==> src/rtl/io_bus_master.sv <==
// io_bus_master: CPU-side initiator for the memory-mapped IO bus.
// A single-word CPU request becomes a timed io_cs/io_rd/io_wr cycle
// (IDLE -> SETUP -> STROBE -> HOLD). Read data is captured into rdata.
// The block also owns the initiator side of the interrupt handshake:
// intr is synchronised, presented as irq_pending, and acknowledged on int_ack.
// Optional feature macro: IO_ALIGN_CHECK_EN. When it is defined, requests
// with a misaligned address or an address past the last full word are
// rejected with a one-cycle err pulse. When it is undefined, err stays 0.
module io_bus_master #(
    parameter int ADDR_W     = 12,
    parameter int DATA_W     = 32,
    parameter int SETUP_CYC  = 1,
    parameter int STROBE_CYC = 2,
    parameter int ACK_CYC    = 2
) (
    input  logic              clock,
    input  logic              reset_n,
    input  logic              req,
    input  logic              req_wr,
    input  logic [ADDR_W-1:0] req_addr,
    input  logic [DATA_W-1:0] req_wdata,
    output logic              busy,
    output logic              done,
    output logic              err,
    output logic [DATA_W-1:0] rdata,
    output logic              io_cs,
    output logic              io_rd,
    output logic              io_wr,
    output logic [ADDR_W-1:0] Address,
    output logic [DATA_W-1:0] IO_in,
    input  logic [DATA_W-1:0] IO_out,
    input  logic              intr,
    output logic              int_ack,
    output logic              irq_pending,
    input  logic              irq_take
);

    typedef enum logic [1:0] {IDLE, SETUP, STROBE, HOLD} bus_state_t;
    typedef enum logic [1:0] {I_IDLE, I_PEND, I_ACK, I_WAIT} irq_state_t;

    bus_state_t state_reg;
    irq_state_t irq_state_reg;
    logic [3:0] cnt_reg;
    logic [3:0] ack_cnt_reg;
    logic       wr_reg;
    logic       intr_meta_reg;
    logic       intr_s;
    logic       reject;

`ifdef IO_ALIGN_CHECK_EN
    // Highest address at which a whole word still fits inside the IO window.
    localparam logic [ADDR_W-1:0] ADDR_MAX = {ADDR_W{1'b1}} - ADDR_W'(3);
    assign reject = (req_addr[1:0] != 2'b00) || (req_addr > ADDR_MAX);
`else
    assign reject = 1'b0;
`endif

    // Bus cycle sequencer; all bus-side outputs are registered here.
    always_ff @(posedge clock or negedge reset_n) begin
        if (!reset_n) begin
            state_reg <= IDLE;
            cnt_reg   <= '0;
            wr_reg    <= 1'b0;
            busy      <= 1'b0;
            done      <= 1'b0;
            err       <= 1'b0;
            rdata     <= '0;
            io_cs     <= 1'b0;
            io_rd     <= 1'b0;
            io_wr     <= 1'b0;
            Address   <= '0;
            IO_in     <= '0;
        end else begin
            done <= 1'b0;
            err  <= 1'b0;
            case (state_reg)
                IDLE: begin
                    if (req) begin
                        if (reject) begin
                            err <= 1'b1;
                        end else begin
                            state_reg <= SETUP;
                            cnt_reg   <= 4'(SETUP_CYC - 1);
                            wr_reg    <= req_wr;
                            busy      <= 1'b1;
                            io_cs     <= 1'b1;
                            Address   <= req_addr;
                            IO_in     <= req_wdata;
                        end
                    end
                end
                SETUP: begin
                    if (cnt_reg == 4'd0) begin
                        state_reg <= STROBE;
                        cnt_reg   <= 4'(STROBE_CYC - 1);
                        io_rd     <= !wr_reg;
                        io_wr     <= wr_reg;
                    end else begin
                        cnt_reg <= cnt_reg - 4'd1;
                    end
                end
                STROBE: begin
                    if (cnt_reg == 4'd0) begin
                        // Capture at the edge closing the last strobe cycle so
                        // the responder has had the full strobe to drive data.
                        if (!wr_reg) begin
                            rdata <= IO_out;
                        end
                        state_reg <= HOLD;
                        io_rd     <= 1'b0;
                        io_wr     <= 1'b0;
                        done      <= 1'b1;
                    end else begin
                        cnt_reg <= cnt_reg - 4'd1;
                    end
                end
                default: begin
                    state_reg <= IDLE;
                    busy      <= 1'b0;
                    io_cs     <= 1'b0;
                    Address   <= '0;
                    IO_in     <= '0;
                end
            endcase
        end
    end

    // Two-flop synchroniser for the asynchronous interrupt request.
    always_ff @(posedge clock or negedge reset_n) begin
        if (!reset_n) begin
            intr_meta_reg <= 1'b0;
            intr_s        <= 1'b0;
        end else begin
            intr_meta_reg <= intr;
            intr_s        <= intr_meta_reg;
        end
    end

    // Interrupt handshake; runs independently of the bus sequencer.
    always_ff @(posedge clock or negedge reset_n) begin
        if (!reset_n) begin
            irq_state_reg <= I_IDLE;
            ack_cnt_reg   <= '0;
            int_ack       <= 1'b0;
            irq_pending   <= 1'b0;
        end else begin
            case (irq_state_reg)
                I_IDLE: begin
                    if (intr_s) begin
                        irq_state_reg <= I_PEND;
                        irq_pending   <= 1'b1;
                    end
                end
                I_PEND: begin
                    // A take wins over a simultaneous drop of the request.
                    if (irq_take) begin
                        irq_state_reg <= I_ACK;
                        irq_pending   <= 1'b0;
                        int_ack       <= 1'b1;
                        ack_cnt_reg   <= 4'(ACK_CYC - 1);
                    end else if (!intr_s) begin
                        irq_state_reg <= I_IDLE;
                        irq_pending   <= 1'b0;
                    end
                end
                I_ACK: begin
                    if (ack_cnt_reg == 4'd0) begin
                        irq_state_reg <= I_WAIT;
                        int_ack       <= 1'b0;
                    end else begin
                        ack_cnt_reg <= ack_cnt_reg - 4'd1;
                    end
                end
                default: begin
                    // A request still held high after the ack must not re-pend.
                    if (!intr_s) begin
                        irq_state_reg <= I_IDLE;
                    end
                end
            endcase
        end
    end

endmodule
==> config.mk <==
export PLATFORM = sky130hd
export DESIGN_NAME = io_bus_master
export DESIGN_NICKNAME = d
export VERILOG_FILES = /design/src/rtl/io_bus_master.sv
export SDC_FILE = /design/constraint.sdc
export NUM_CORES = 1
export LEC_CHECK = 0
export CORE_ASPECT_RATIO = 1.25
export CORE_MARGIN = 4
export CORE_UTILIZATION = 60
export CTS_CLUSTER_DIAMETER = 200
export CTS_CLUSTER_SIZE = 16
export DETAILED_ROUTE_END_ITERATION = 12
export DONT_BUFFER_PORTS = 1
export GPL_ROUTABILITY_DRIVEN = 0
export GPL_TIMING_DRIVEN = 0
export PLACE_DENSITY = 0.74
export SKIP_LAST_GASP = 1
export SYNTH_ARGS = -nofsm -noshare
export SYNTH_HDL_FRONTEND = slang
export SYNTH_SLANG_ARGS = --single-unit
==> constraint.sdc <==
create_clock -name clock -period 2.2 [get_ports clock]
set_clock_uncertainty 0.15 [all_clocks]
set_input_delay 0.44 -clock clock [delete_from_list [all_inputs] [get_ports clock]]
set_output_delay 0.44 -clock clock [all_outputs]
set_load 0.02 [all_outputs]
# Yosys cells after proc, flatten, opt, wreduce, memory -nomap -nowiden
# Index checks and enable logic that the tools add are counted.
[word_totals]
output_inout_bits = 84
register_bits = 97
inputBits = 82
elab_cells = 89
[op_classes]
n_eq_ne = 13
n_addsub = 2
reduce_logical = 20
n_bitwise = 2
muxes = 36
[ops]
columns = ["cell", "count"]
rows = [
  ["one-hot mux 32 bit (2 select lines)", 1],
  ["two-way mux 32 bit", 1],
  ["one-hot mux 12 bit (2 select lines)", 1],
  ["AND reduction 3 bit", 7],
  ["two-way mux 4 bit", 5],
  ["inequality test 2 bit, second input constant", 8],
  ["two-way mux 2 bit", 7],
  ["two-way mux 12 bit", 1],
  ["one-hot mux 2 bit (3 select lines)", 2],
  ["one-hot mux 4 bit (3 select lines)", 1],
  ["two-way mux 1 bit", 11],
  ["one-hot mux 1 bit (2 select lines)", 5],
  ["logical NOT 4 bit", 2],
  ["one-hot mux 4 bit (2 select lines)", 1],
  ["subtractor 4 x 1 -> 4 bit, second input constant", 2],
  ["AND reduction 2 bit", 3],
  ["nonzero test 2 bit", 3],
  ["equality test 2 x 1 -> 1 bit, second input constant", 2],
  ["equality test 2 bit, second input constant", 2],
  ["logical NOT 2 bit", 2],
  ["inequality test 3 bit, second input constant", 1],
  ["nonzero test 3 bit", 1],
  ["inverter 1 bit", 2],
  ["OR reduction 2 bit", 1],
  ["logical NOT 1 bit", 1],
]

# Logic depth before layout (Yosys ltp)
# Gate-level depths: netlist of run 1.
[logic_depth]
word_depth = 4
ltp_mapped = 6

# Worst setup path before layout of run 1
# No wires, ideal clock.
[synth_path]
path_type = "register to register"
start = "register cnt_reg[0]"
end = "register rdata[0]"
path_stages_with_launch = 7
n_path_buf = 1
required_ns = 1.925
slack_ns = 0.363
setup_time_ns = 0.125
t_arrival_ns = 1.562
cell_sequence = "dfrtp_1 -> inv_1 -> ha_1 -> nor3b_4 -> nand3_2 -> buf_6 -> mux2_4"
[synth_between]
elab_chain_cells = 2
[synth_rtl]
columns = ["item", "line_no", "source"]
rows = [
  ["from (decl)", "43", "logic [3:0] cnt_reg;"],
  ["from (signal assigned)", "83", "cnt_reg <= 4'(SETUP_CYC - 1);"],
  ["from (signal assigned)", "95", "cnt_reg <= 4'(STROBE_CYC - 1);"],
  ["from (signal assigned)", "99", "cnt_reg <= cnt_reg - 4'd1;"],
  ["logical NOT 4 bit", "103", "if (cnt_reg == 4'd0) begin"],
  ["AND reduction 3 bit (no source line)", "n/a", ""],
  ["to (signal assigned)", "107", "rdata <= IO_out;"],
  ["to (decl)", "25", "output logic [DATA_W-1:0] rdata,"],
]
# Every way passes these cells.
# A chain may end at the register's enable or synchronous reset.

# Worst setup path in the final report of run 1
[layout_path]
start = "register cnt_reg[0]"
end = "register rdata[9]"
# The elaborated chain is that of the path after synthesis.

==> flow_summary_export.csv, run 1 <==
group,metric,value,unit
pwr,ir_drop,1.002,mV
logic_synthesis,synth-seq-cells,97,
critical_path,timing.reg2reg.setup_slack,0.14,ns
pwr,power_report.internal_total,4.690,mW
layout,area.growth.synth_to_final,9.235,%
layout,nNetsFinal,378,
clock_network,cts_tree,"done",
status,status,"finished, violations left",
timing,rsz0062_at_grt,"no",
logic_synthesis,synth.top_cells.by_area,"sky130_fd_sc_hd__dfrtp_1 (61%), sky130_fd_sc_hd__mux2_4 (11%), sky130_fd_sc_hd__a22o_1 (9.7%)",
critical_path,timing.critical_path.to,"rdata[9]$_DFFE_PN0P_",
pwr,net-switching-power,3.311,mW
grt,track_usage,19.98,%
critical_path,worstPathBufferInverterCount,2,
logic_synthesis,ys_types,39,
clock_network,cts_buffer_depth,2,
layout,reg_top3,"IO_in x32, rdata x32, Address x12",
critical_path,timing.critical_path.arrival,2.14,ns
status,failed_checks,"hold timing",
logic_synthesis,synth_sequential_area_ratio,61.35,%
hold_path,hold_path_class,"in -> async",
critical_path,number_of_logic_stages_on_the_critical_path_including_buffering,6,
routing,route.vias.total,2248,
floorplanning,floorplan.core_area,0.006286,mm^2
critical_path,rr_worst_depth,6,
floorplanning,die_height,98.79,um
layout,n_antenna_cell,0,
pwr,cellPowerDensity,1851,mW/mm^2
clock_network,clock-sinks,97,
critical_path,critPathLaunch,"cnt_reg[0]$_DFFE_PN0P_",
critical_path,r2r-end,"rdata[9]$_DFFE_PN0P_",
pwr,leakagePower,2.116,nW
placement,place.detailed.hpwl,5.842,mm
timing,shortest_clock_period_the_worst_path_allows_after_layout,2.058,ns
critical_path,path_cells,"inv_1, ha_1, nor3b_4, nand3_2, buf_6, mux2_4",
critical_path,cpPeakStageDelay,0.43,ns
clock_network,clock_latency,0.34,ns
logic_synthesis,syn-instance-count,275,
critical_path,timing_worst_setup_path_type,"reg -> reg",
logic_synthesis,yosysWarningCount,0,
grt,pin_count_of_the_biggest_net_entering_global_routing,98,
logic_synthesis,synthDominantCellAreaShare,61.35,%
routing,wl_per_cell,20.99,um
logic_synthesis,synth_top_family_by_area,"compound AO/OA/AOI/OAI gates",
clock_network,total_cts_buffers,9,
logic_synthesis,synth_top_cell_by_area,"sky130_fd_sc_hd__dfrtp_1",
routing,antenna_violating_nets_post_route,0,
clock_network,cts_hold_buffers,1,
timing,max_freq,0.4859,GHz
routing,detail_route.vias_per_cell,5.947,
placement,detailedPlace.worstSlack,0.06155,ns
layout,final_cells,378,
logic_synthesis,synth-xor-area-share,0,%
timing,timing.final.max_slew_violations,0,
logic_synthesis,syn_area,0.003956,mm^2
layout,register_area,0.002427,mm^2
floorplanning,core.rowCount,32,
timing,setup_viol,0,
layout,multi_input_area,0.001401,mm^2
critical_path,crit_path_top_delay_cell,"sky130_fd_sc_hd__dfrtp_1",
timing,post-route-period-util,93.54,%
floorplanning,floorplan.die_area,0.007965,mm^2
critical_path,worstPathRequired,2.28,ns
critical_path,critPathCaptureType,"flop",
critical_path,critical_path.max_fanout,10,
logic_synthesis,fraction_of_the_mapped_netlist_area_in_simple_logic_gates,5.598,%
clock_network,clkSlewWorstSetupHoldPaths,0.08,ns
grt,antenna_found_initial,0,
critical_path,worstReg2RegStart,"cnt_reg[0]$_DFFE_PN0P_",
logic_synthesis,ys_async_sr_fraction,100.0,%
grt,grt.overflow.total,0,
grt,grt_pass1_vias,2401,
routing,drt_first_pass_iters,4,
grt,grt_pass1_wl,11.93,mm
routing,routed_wirelength,7.936,mm
timing,timing.setup.tns,0,ns
clock_network,clock-root-buffer,"sky130_fd_sc_hd__clkbuf_8",
layout,final.fill_count,461,
critical_path,cp-start-kind,"flop",
timing,finalHoldViolations,97,
placement,place.port_buffers,0,
pwr,share_seq_of_total_power,53.1,%
timing,fin_ws,0.1421,ns
critical_path,critical-path-top-delay-family,"simple AND/OR/NAND/NOR gates",
logic_synthesis,synthAdderAreaFrac,2.214,%
pwr,p_clk_share,16.4,%
pwr,portion_of_total_power_attributed_to_combinational_logic,30.5,%
floorplanning,start_util,62.94,%
floorplanning,die_width,80.63,um
logic_synthesis,leading_register_cell_type_out_of_synthesis,"sky130_fd_sc_hd__dfrtp_1",
pwr,netSwitchingFraction,41.38,%
routing,drcViolationCount,0,
logic_synthesis,synth_compound_area_share,14.20,%
placement,placed_cells_incl_taps,360,
logic_synthesis,synth.mux.area_fraction,13.25,%
clock_network,clock_tree.htree_level_count,3,
layout,layout-drive-gt1-share,21.16,%
floorplanning,boundaryPins,166,
logic_synthesis,synth_edf_count,0,
routing,detailedRoute.firstIterationViolations,48,
job,max-cap-violations,0,
logic_synthesis,synth_area_per_cell,14.39,um^2
logic_synthesis,synth_nets,364,
timing,final.hold.worst_slack,-0.3694,ns
worst reg2reg max path: stages, from the launching register on:
cell,delay [ns]
sky130_fd_sc_hd__dfrtp_1,0.43
sky130_fd_sc_hd__inv_1,0.10
sky130_fd_sc_hd__ha_1,0.22
sky130_fd_sc_hd__nor3b_4,0.28
sky130_fd_sc_hd__nand3_2,0.22
sky130_fd_sc_hd__buf_6,0.23
sky130_fd_sc_hd__mux2_4,0.31
final cells by class:
cell class / instances / area share (%)
tap: 85 / 2.461
multi-input combinational: 152 / 32.43
buffer: 14 / 1.969
clock inverter: 5 / 2.403
clock buffer: 10 / 2.953
timing repair buffer: 3 / 0.5790
sequential: 97 / 56.17
inverter: 12 / 1.042
power groups by stage:
stage | sequential (mW) | clock (mW) | combinational, mW
2_1_floorplan | 4.04 | 0 | 2.04
5_1_grt | 4.37 | 1.42 | 2.67
6_report | 4.25 | 1.31 | 2.44
3_3_place_gp | 4.28 | 0 | 2.31
4_1_cts | 4.27 | 1.34 | 2.41
3_5_place_dp | 4.27 | 0 | 2.40
metrics by stage:
step	hold slack [ns]	utilization (%)	area (um^2)	total power, mW
finish	-0.3694	68.75	4322	8.001
detailed placement	-0.003548	64.63	4063	6.675
global placement	-0.003612	64.63	4063	6.589
CTS	-0.3887	68.47	4304	8.022
global route	-0.3987	68.75	4322	8.458
floorplan	-0.005591	-	3956	6.078
repair_timing:
action	4_1_cts	5_1_grt
gates resized for setup	0	1
buffers inserted	0	2
endpoints found under the hold margin	98	97
setup endpoints to repair	0	60
cells in the final DEF, fill, tap and decap left out, types with 3 or more instances in the layout:
master                      Yosys  final
sky130_fd_sc_hd__o211ai_1       3      3
sky130_fd_sc_hd__clkbuf_1       7      8
sky130_fd_sc_hd__mux2_2         3      3
sky130_fd_sc_hd__nor2b_1        7      7
sky130_fd_sc_hd__a22o_1        44     44
sky130_fd_sc_hd__mux2i_1        4      4
sky130_fd_sc_hd__bufinv_16      0      3
sky130_fd_sc_hd__nor2_1         4      3
sky130_fd_sc_hd__buf_6          3      3
sky130_fd_sc_hd__inv_1         12     12
sky130_fd_sc_hd__o21ai_0        8      8
sky130_fd_sc_hd__mux2_4        30     30
sky130_fd_sc_hd__buf_4          2      4
sky130_fd_sc_hd__a21oi_1        4      4
sky130_fd_sc_hd__dfrtp_1       97     97
sky130_fd_sc_hd__nand2_1        8      8
sky130_fd_sc_hd__ha_1           7      7
sky130_fd_sc_hd__nor3_1         4      4
sky130_fd_sc_hd__clkbuf_8       0      9
cells by family after synthesis:
family	count (synthesis)
buf+inv	26
other cells	1
fa+ha+maj	7
simple gates	36
flops	97
compound gates	71
mux	37
routing by layer:
metal | wire [um] | GRT usage, % | vias up
li1 | - | - | 1026
met1 | 3003 | 23.15 | 1079
met2 | 3891 | 32.84 | 129
met3 | 870 | 7.038 | 14
met4 | 171 | 9.493 | 0
met5 | 0 | 0 | -
how the worst min path moves through the flow:
stage,cells past startpoint,slack (ns),to,start
2_1_floorplan,0,-0.006,Address[0]$_DFFE_PN0P_,reset_n
3_3_place_gp,0,-0.004,rdata[17]$_DFFE_PN0P_,reset_n
3_5_place_dp,0,-0.004,rdata[21]$_DFFE_PN0P_,reset_n
4_1_cts,0,-0.39,rdata[21]$_DFFE_PN0P_,reset_n
5_1_grt,0,-0.40,io_rd$_DFFE_PN0P_,reset_n
6_report,0,-0.37,rdata[21]$_DFFE_PN0P_,reset_n
Yosys cell counts (all sizes together) (3+ instances only):
cell type and instances:
mux2 33, o21ai 8, clkbuf 7, nor3 4, nand3 3, buf 7, o211ai 3, nand2 8
ha 7, nor2b 7, a21oi 4, inv 12, a22o 44, nor2 4, dfrtp 97, mux2i 4
Note: power is estimated with default switching activity, not from simulation.
==> run 2, diff against run 1 <==
--- a/config.mk
+++ b/config.mk
@@ -7,14 +7,14 @@
 export LEC_CHECK = 0
 export CORE_ASPECT_RATIO = 1.25
 export CORE_MARGIN = 4
-export CORE_UTILIZATION = 60
+export CORE_UTILIZATION = 62
 export CTS_CLUSTER_DIAMETER = 200
 export CTS_CLUSTER_SIZE = 16
 export DETAILED_ROUTE_END_ITERATION = 12
 export DONT_BUFFER_PORTS = 1
 export GPL_ROUTABILITY_DRIVEN = 0
 export GPL_TIMING_DRIVEN = 0
-export PLACE_DENSITY = 0.74
+export PLACE_DENSITY = 0.76
 export SKIP_LAST_GASP = 1
 export SYNTH_ARGS = -nofsm -noshare
 export SYNTH_HDL_FRONTEND = slang
==> run 2 against run 1 <==
The run still ends with hold timing left. Sequential share of layout area increased by 0.13 points. Wire length down 2.5%. Clock-buffer cell count is the same. Combinational power barely moved. Sequential cell count unchanged. Power shrank 1.1%. Register-to-register slack got worse by 0.02 ns. Via count rose by 1.5%.
==> flow_summary_export.csv, run 2 (same netlist as run 1, synthesis figures left out) <==
group,metric,value,unit
status,status,"finished, violations left",
status,failed_checks,"hold timing",
layout,nNetsFinal,379,
timing,post-route-period-util,94.31,%
critical_path,worstPathRequired,2.27,ns
job,max-cap-violations,0,
pwr,ir_drop,1.122,mV
clock_network,clock-sinks,97,
clock_network,cts_tree,"done",
clock_network,total_cts_buffers,9,
routing,antenna_violating_nets_post_route,0,
timing,final.hold.worst_slack,-0.3736,ns
floorplanning,die_height,97.31,um
pwr,power_report.internal_total,4.603,mW
clock_network,clock_tree.htree_level_count,3,
pwr,share_seq_of_total_power,53.6,%
placement,place.port_buffers,0,
layout,most-common-layout-cells,"sky130_fd_sc_hd__dfrtp_1 (97), sky130_fd_sc_hd__a22o_1 (44), sky130_fd_sc_hd__mux2_4 (30)",
pwr,netSwitchingFraction,41.83,%
pwr,cellPowerDensity,1836,mW/mm^2
grt,grt.overflow.total,0,
pwr,net-switching-power,3.311,mW
clock_network,cts_buffer_depth,2,
timing,timing.final.max_slew_violations,0,
placement,detailedPlace.worstSlack,0.01865,ns
layout,area.growth.synth_to_final,8.982,%
routing,routed_wirelength,7.735,mm
routing,drcViolationCount,0,
floorplanning,die_width,79.45,um
placement,placed_cell_area,0.004063,mm^2
critical_path,timing_worst_setup_path_type,"reg -> reg",
clock_network,clock-root-buffer,"sky130_fd_sc_hd__clkbuf_8",
routing,detailedRoute.firstIterationViolations,62,
floorplanning,boundaryPins,166,
timing,timing.setup.tns,0,ns
grt,track_usage,20.30,%
clock_network,cts_hold_buffers,1,
layout,final_cell_area,0.004312,mm^2
floorplanning,floorplan.die_area,0.007731,mm^2
timing,shortest_clock_period_the_worst_path_allows_after_layout,2.075,ns
timing,rsz0062_at_grt,"yes",
grt,grt_pass1_vias,2468,
timing,fin_ws,0.1253,ns
critical_path,critical_path.max_fanout,10,
layout,mostFrequentLayoutCell,"sky130_fd_sc_hd__dfrtp_1",
routing,detail_route.vias_per_cell,6.018,
clock_network,clkSlewWorstSetupHoldPaths,0.09,ns
clock_network,clock_latency,0.35,ns
critical_path,timing.critical_path.arrival,2.15,ns
layout,final.fill_count,435,
routing,wl_per_cell,20.41,um
routing,route.vias.total,2281,
critical_path,critPathCaptureType,"flop",
routing,drt_first_pass_iters,4,
layout,n_antenna_cell,0,
grt,antenna_found_initial,0,
pwr,p_clk_share,15.2,%
grt,pin_count_of_the_biggest_net_entering_global_routing,98,
layout,reg_top3,"IO_in x32, rdata x32, Address x12",
floorplanning,start_util,63.75,%
floorplanning,floorplan.core_area,0.006206,mm^2
placement,place.detailed.hpwl,5.528,mm
floorplanning,core.rowCount,32,
pwr,portion_of_total_power_attributed_to_combinational_logic,31.3,%
pwr,leakagePower,2.119,nW
grt,grt_pass1_wl,12.06,mm
hold_path,hold_path_class,"in -> async",
timing,finalHoldViolations,97,
timing,setup_viol,0,
critical_path,cp-start-kind,"flop",
layout,layout-drive-gt1-share,22.79,%
timing,max_freq,0.4820,GHz
[run 2: stage by stage]
stage / total power, mW / hold slack, ns / instances / utilization (%)
6_report: 7.914 / -0.3736 / 379 / 69.48
5_1_grt: 8.393 / -0.4089 / 379 / 69.48
4_1_cts: 7.893 / -0.3957 / 376 / 68.99
3_5_place_dp: 6.666 / -0.003560 / 360 / 65.46
3_3_place_gp: 6.569 / -0.003637 / 360 / 65.46
2_1_floorplan: 6.078 / -0.005591 / 275 / -
[run 2: worst max-delay path: stages (launching register included)]
cell	delay [ns]
sky130_fd_sc_hd__dfrtp_1	0.43
sky130_fd_sc_hd__inv_1	0.10
sky130_fd_sc_hd__ha_1	0.21
sky130_fd_sc_hd__nor3b_4	0.31
sky130_fd_sc_hd__nand3_2	0.22
sky130_fd_sc_hd__buf_6	0.23
sky130_fd_sc_hd__mux2_4	0.31
[run 2: power groups by stage]
stage | Clock [mW] | Sequential (mW) | Combinational [mW]
after floorplan | 0 | 4.04 | 2.04
after global placement | 0 | 4.26 | 2.31
after detailed placement | 0 | 4.26 | 2.41
after CTS | 1.23 | 4.25 | 2.41
after global routing | 1.31 | 4.35 | 2.73
final | 1.20 | 4.24 | 2.47
[run 2: worst paths after layout]
path / start / endpoint / slack [ns] / depth (start not counted)
worst max-delay path: cnt_reg[0]$_DFFE_PN0P_ / rdata[8]$_DFFE_PN0P_ / 0.13 / 6
worst min register to register: intr_meta_reg$_DFF_PN0_ / intr_s$_DFF_PN0_ / 0.21 / 0
max in group asynchronous: reset_n / IO_in[28]$_DFFE_PN0P_ / 2.14 / 0
min in group clock: req_wdata[16] / IO_in[16]$_DFFE_PN0P_ / 0.07 / 1
worst max register to register: cnt_reg[0]$_DFFE_PN0P_ / rdata[8]$_DFFE_PN0P_ / 0.13 / 6
worst min-delay path: reset_n / rdata[23]$_DFFE_PN0P_ / -0.37 / 0
[run 2: final cells by class]
| cell class | instances | area (um^2) | area share [%] |
|---|---|---|---|
| Sequential cell | 97 | 2427 | 56.30 |
| Inverter | 12 | 45.04 | 1.045 |
| Tap cell | 85 | 106.4 | 2.467 |
| Clock buffer | 10 | 127.6 | 2.960 |
| Multi-Input combinational cell | 152 | 1401 | 32.50 |
| Clock inverter | 5 | 81.33 | 1.886 |
| Timing Repair Buffer | 4 | 32.53 | 0.7545 |
| Buffer | 14 | 90.09 | 2.089 |
[run 2: layer usage]
layer	share of wire (%)	vias up	GRT usage, %
li1	-	1025	-
met1	38	1126	23.26
met2	51	118	34.08
met3	9.8	12	6.865
met4	1.6	0	8.730
met5	0	-	0
[run 2: repair_timing]
| item | in CTS | in global routing |
|---|---|---|
| hold endpoints to repair | 98 | 97 |
| endpoints found under the setup margin | 0 | 69 |
| setup buffers | 0 | 3 |
| resized for setup | 0 | 10 |
==> run 3, diff against run 2 <==
--- a/config.mk
+++ b/config.mk
@@ -6,8 +6,8 @@
 export NUM_CORES = 1
 export LEC_CHECK = 0
 export CORE_ASPECT_RATIO = 1.25
-export CORE_MARGIN = 4
 export CORE_UTILIZATION = 62
+export CTS_BUF_LIST = sky130_fd_sc_hd__clkbuf_8 sky130_fd_sc_hd__clkbuf_16
 export CTS_CLUSTER_DIAMETER = 200
 export CTS_CLUSTER_SIZE = 16
 export DETAILED_ROUTE_END_ITERATION = 12
==> run 3 against run 2 <==
The run still ends with hold timing left. Register-to-register slack gained 0.03 ns. Cell count is 0.26% higher. Via count grew 0.13%. Hold slack improved by 0.0016 ns. Clock power rose by 5%. Cell area increased by 0.29%. Combinational power is essentially flat. Critical path depth is the same. First-iteration DRC count is 9.7% higher. Sequential share of layout area is 0.16 points lower. Die area shrank 13%. Highest routed layer unchanged.
==> flow_summary_export.csv, run 3 (same netlist as run 1, synthesis figures left out) <==
group,metric,value,unit
placement,placed_cells_incl_taps,360,
grt,met3_usage,7.103,%
floorplanning,floorplan.die_area,0.006707,mm^2
critical_path,timing_worst_setup_path_type,"reg -> reg",
routing,detail_route.vias_per_cell,6.011,
critical_path,cp-start-kind,"flop",
layout,layout-drive-gt1-share,22.03,%
timing,setup_viol,0,
clock_network,clock-root-buffer,"sky130_fd_sc_hd__clkbuf_8",
routing,drt_first_pass_iters,4,
pwr,cellPowerDensity,1833,mW/mm^2
grt,groute.layer.met1.usage,27.60,%
critical_path,critical-path-top-delay-family,"simple AND/OR/NAND/NOR gates",
floorplanning,start_util,64.16,%
layout,reg_top3,"IO_in x32, rdata x32, Address x12",
timing,max_freq,0.4884,GHz
placement,place.detailed.hpwl,5.107,mm
layout,area.growth.synth_to_final,9.298,%
floorplanning,die_width,73.45,um
pwr,totalPowerFinal,7.926,mW
timing,post-route-period-util,93.07,%
critical_path,critPathCaptureType,"flop",
critical_path,timing.critical_path.arrival,2.14,ns
layout,nNetsFinal,379,
grt,globalRoute.busiestLayer,"met2",
timing,timing.final.max_slew_violations,0,
clock_network,total_cts_buffers,9,
critical_path,worstPathRequired,2.29,ns
routing,detailedRoute.firstIterationViolations,68,
grt,track_usage,22.17,%
clock_network,clock-sinks,97,
floorplanning,floorplan.core_area,0.006166,mm^2
timing,finalHoldViolations,97,
grt,grt_pass1_wl,11.16,mm
pwr,ir_drop,0.9164,mV
critical_path,crit_path_top_delay_cell,"sky130_fd_sc_hd__dfrtp_1",
placement,place.port_buffers,0,
status,status,"finished, violations left",
critical_path,critical_path.max_fanout,10,
routing,antenna_violating_nets_post_route,0,
layout,most-common-layout-cells,"sky130_fd_sc_hd__dfrtp_1 (97), sky130_fd_sc_hd__a22o_1 (44), sky130_fd_sc_hd__mux2_4 (30)",
critical_path,path_cells,"inv_1, ha_1, nor3b_4, nand3_2, buf_6, mux2_4",
clock_network,cts_tree,"done",
clock_network,clkSlewWorstSetupHoldPaths,0.09,ns
routing,route.vias.total,2284,
clock_network,cts_buffer_depth,2,
clock_network,cts_hold_buffers,1,
routing,wl_per_cell,19.08,um
layout,mostFrequentLayoutCell,"sky130_fd_sc_hd__dfrtp_1",
floorplanning,core.rowCount,32,
job,max-cap-violations,0,
critical_path,worstPathBufferInverterCount,2,
grt,grt_pass1_vias,2286,
critical_path,cpPeakStageDelay,0.43,ns
grt,grt_use_met2,35.40,%
grt,antenna_found_initial,0,
timing,final.hold.worst_slack,-0.3720,ns
timing,rsz0062_at_grt,"no",
grt,pin_count_of_the_biggest_net_entering_global_routing,98,
floorplanning,boundaryPins,166,
pwr,leakagePower,2.114,nW
clock_network,clock_latency,0.34,ns
routing,routed_wirelength,7.252,mm
layout,final.fill_count,453,
layout,n_antenna_cell,0,
grt,grt.overflow.total,0,
status,failed_checks,"hold timing",
floorplanning,die_height,91.31,um
hold_path,hold_path_class,"in -> async",
timing,shortest_clock_period_the_worst_path_allows_after_layout,2.047,ns
clock_network,clock_tree.htree_level_count,3,
layout,final_cells,380,
routing,drcViolationCount,0,
[run 3: cell types whose count changed in the layout (fill, tap and decap cells not counted)]
cell	delta
sky130_fd_sc_hd__buf_1	-1
sky130_fd_sc_hd__inv_6	+2
sky130_fd_sc_hd__clkinv_2	-1
sky130_fd_sc_hd__clkbuf_1	+4
sky130_fd_sc_hd__clkinv_4	+1
sky130_fd_sc_hd__clkbuf_2	-4
[run 3: timing repair]
item	CTS	global route
buffers inserted	0	3
endpoints found under the setup margin	20	30
pin swaps	0	0
gates resized for setup	1	0
cloned	0	0
hold endpoints to repair	98	97
[run 3: cell type report]
cell class | count | area, um^2 | area share (%)
buffer | 14 | 85.08 | 1.968
clock buffer | 9 | 123.9 | 2.865
clock inverter | 7 | 102.6 | 2.373
inverter | 12 | 45.04 | 1.042
multi-input combinational | 152 | 1401 | 32.41
sequential | 97 | 2427 | 56.13
tap | 85 | 106.4 | 2.459
timing repair buffer | 4 | 32.53 | 0.7523
[run 3: metrics by stage]
| stage | setup WS (ns) | util (%) | setup TNS [ns] | area, um^2 |
|---|---|---|---|---|
| 2_1_floorplan | 0.3628 | - | 0 | 3956 |
| 5_1_grt | 0.003527 | 70.13 | 0 | 4324 |
| 6_report | 0.1525 | 70.13 | 0 | 4324 |
| 4_1_cts | 0.08834 | 69.76 | 0 | 4302 |
| 3_5_place_dp | -0.02675 | 65.89 | -0.07661 | 4063 |
| 3_3_place_gp | -0.01877 | 65.89 | -0.08590 | 4063 |
[run 3: worst paths after layout]
kind | endpoint | startpoint | slack (ns) | cells past startpoint
max | rdata[4]$_DFFE_PN0P_ | cnt_reg[0]$_DFFE_PN0P_ | 0.15 | 6
min | rdata[9]$_DFFE_PN0P_ | reset_n | -0.37 | 0
max reg2reg | rdata[4]$_DFFE_PN0P_ | cnt_reg[0]$_DFFE_PN0P_ | 0.15 | 6
min reg2reg | intr_s$_DFF_PN0_ | intr_meta_reg$_DFF_PN0_ | 0.22 | 0
max in group asynchronous | IO_in[28]$_DFFE_PN0P_ | reset_n | 2.14 | 0
min in group clock | IO_in[22]$_DFFE_PN0P_ | req_wdata[22] | 0.07 | 1
[run 3: power by group]
| part | switching [mW] | internal (mW) | total, mW | leakage, nW |
|---|---|---|---|---|
| logic | 1.12 | 1.33 | 2.45 | 0.771 |
| clock network | 0.604 | 0.652 | 1.26 | 0.110 |
| registers | 1.60 | 2.62 | 4.22 | 1.23 |
[run 3: worst register-to-register path, stage by stage, from the launching register on]
cell	delay [ns]
sky130_fd_sc_hd__dfrtp_1	0.43
sky130_fd_sc_hd__inv_1	0.10
sky130_fd_sc_hd__ha_1	0.21
sky130_fd_sc_hd__nor3b_4	0.31
sky130_fd_sc_hd__nand3_2	0.21
sky130_fd_sc_hd__buf_6	0.23
sky130_fd_sc_hd__mux2_4	0.31
[run 3: metal layers]
metal	wire, um	share of wire [%]
met1	2910	40
met2	3638	50
met3	613	8.5
met4	90	1.2
met5	0	0
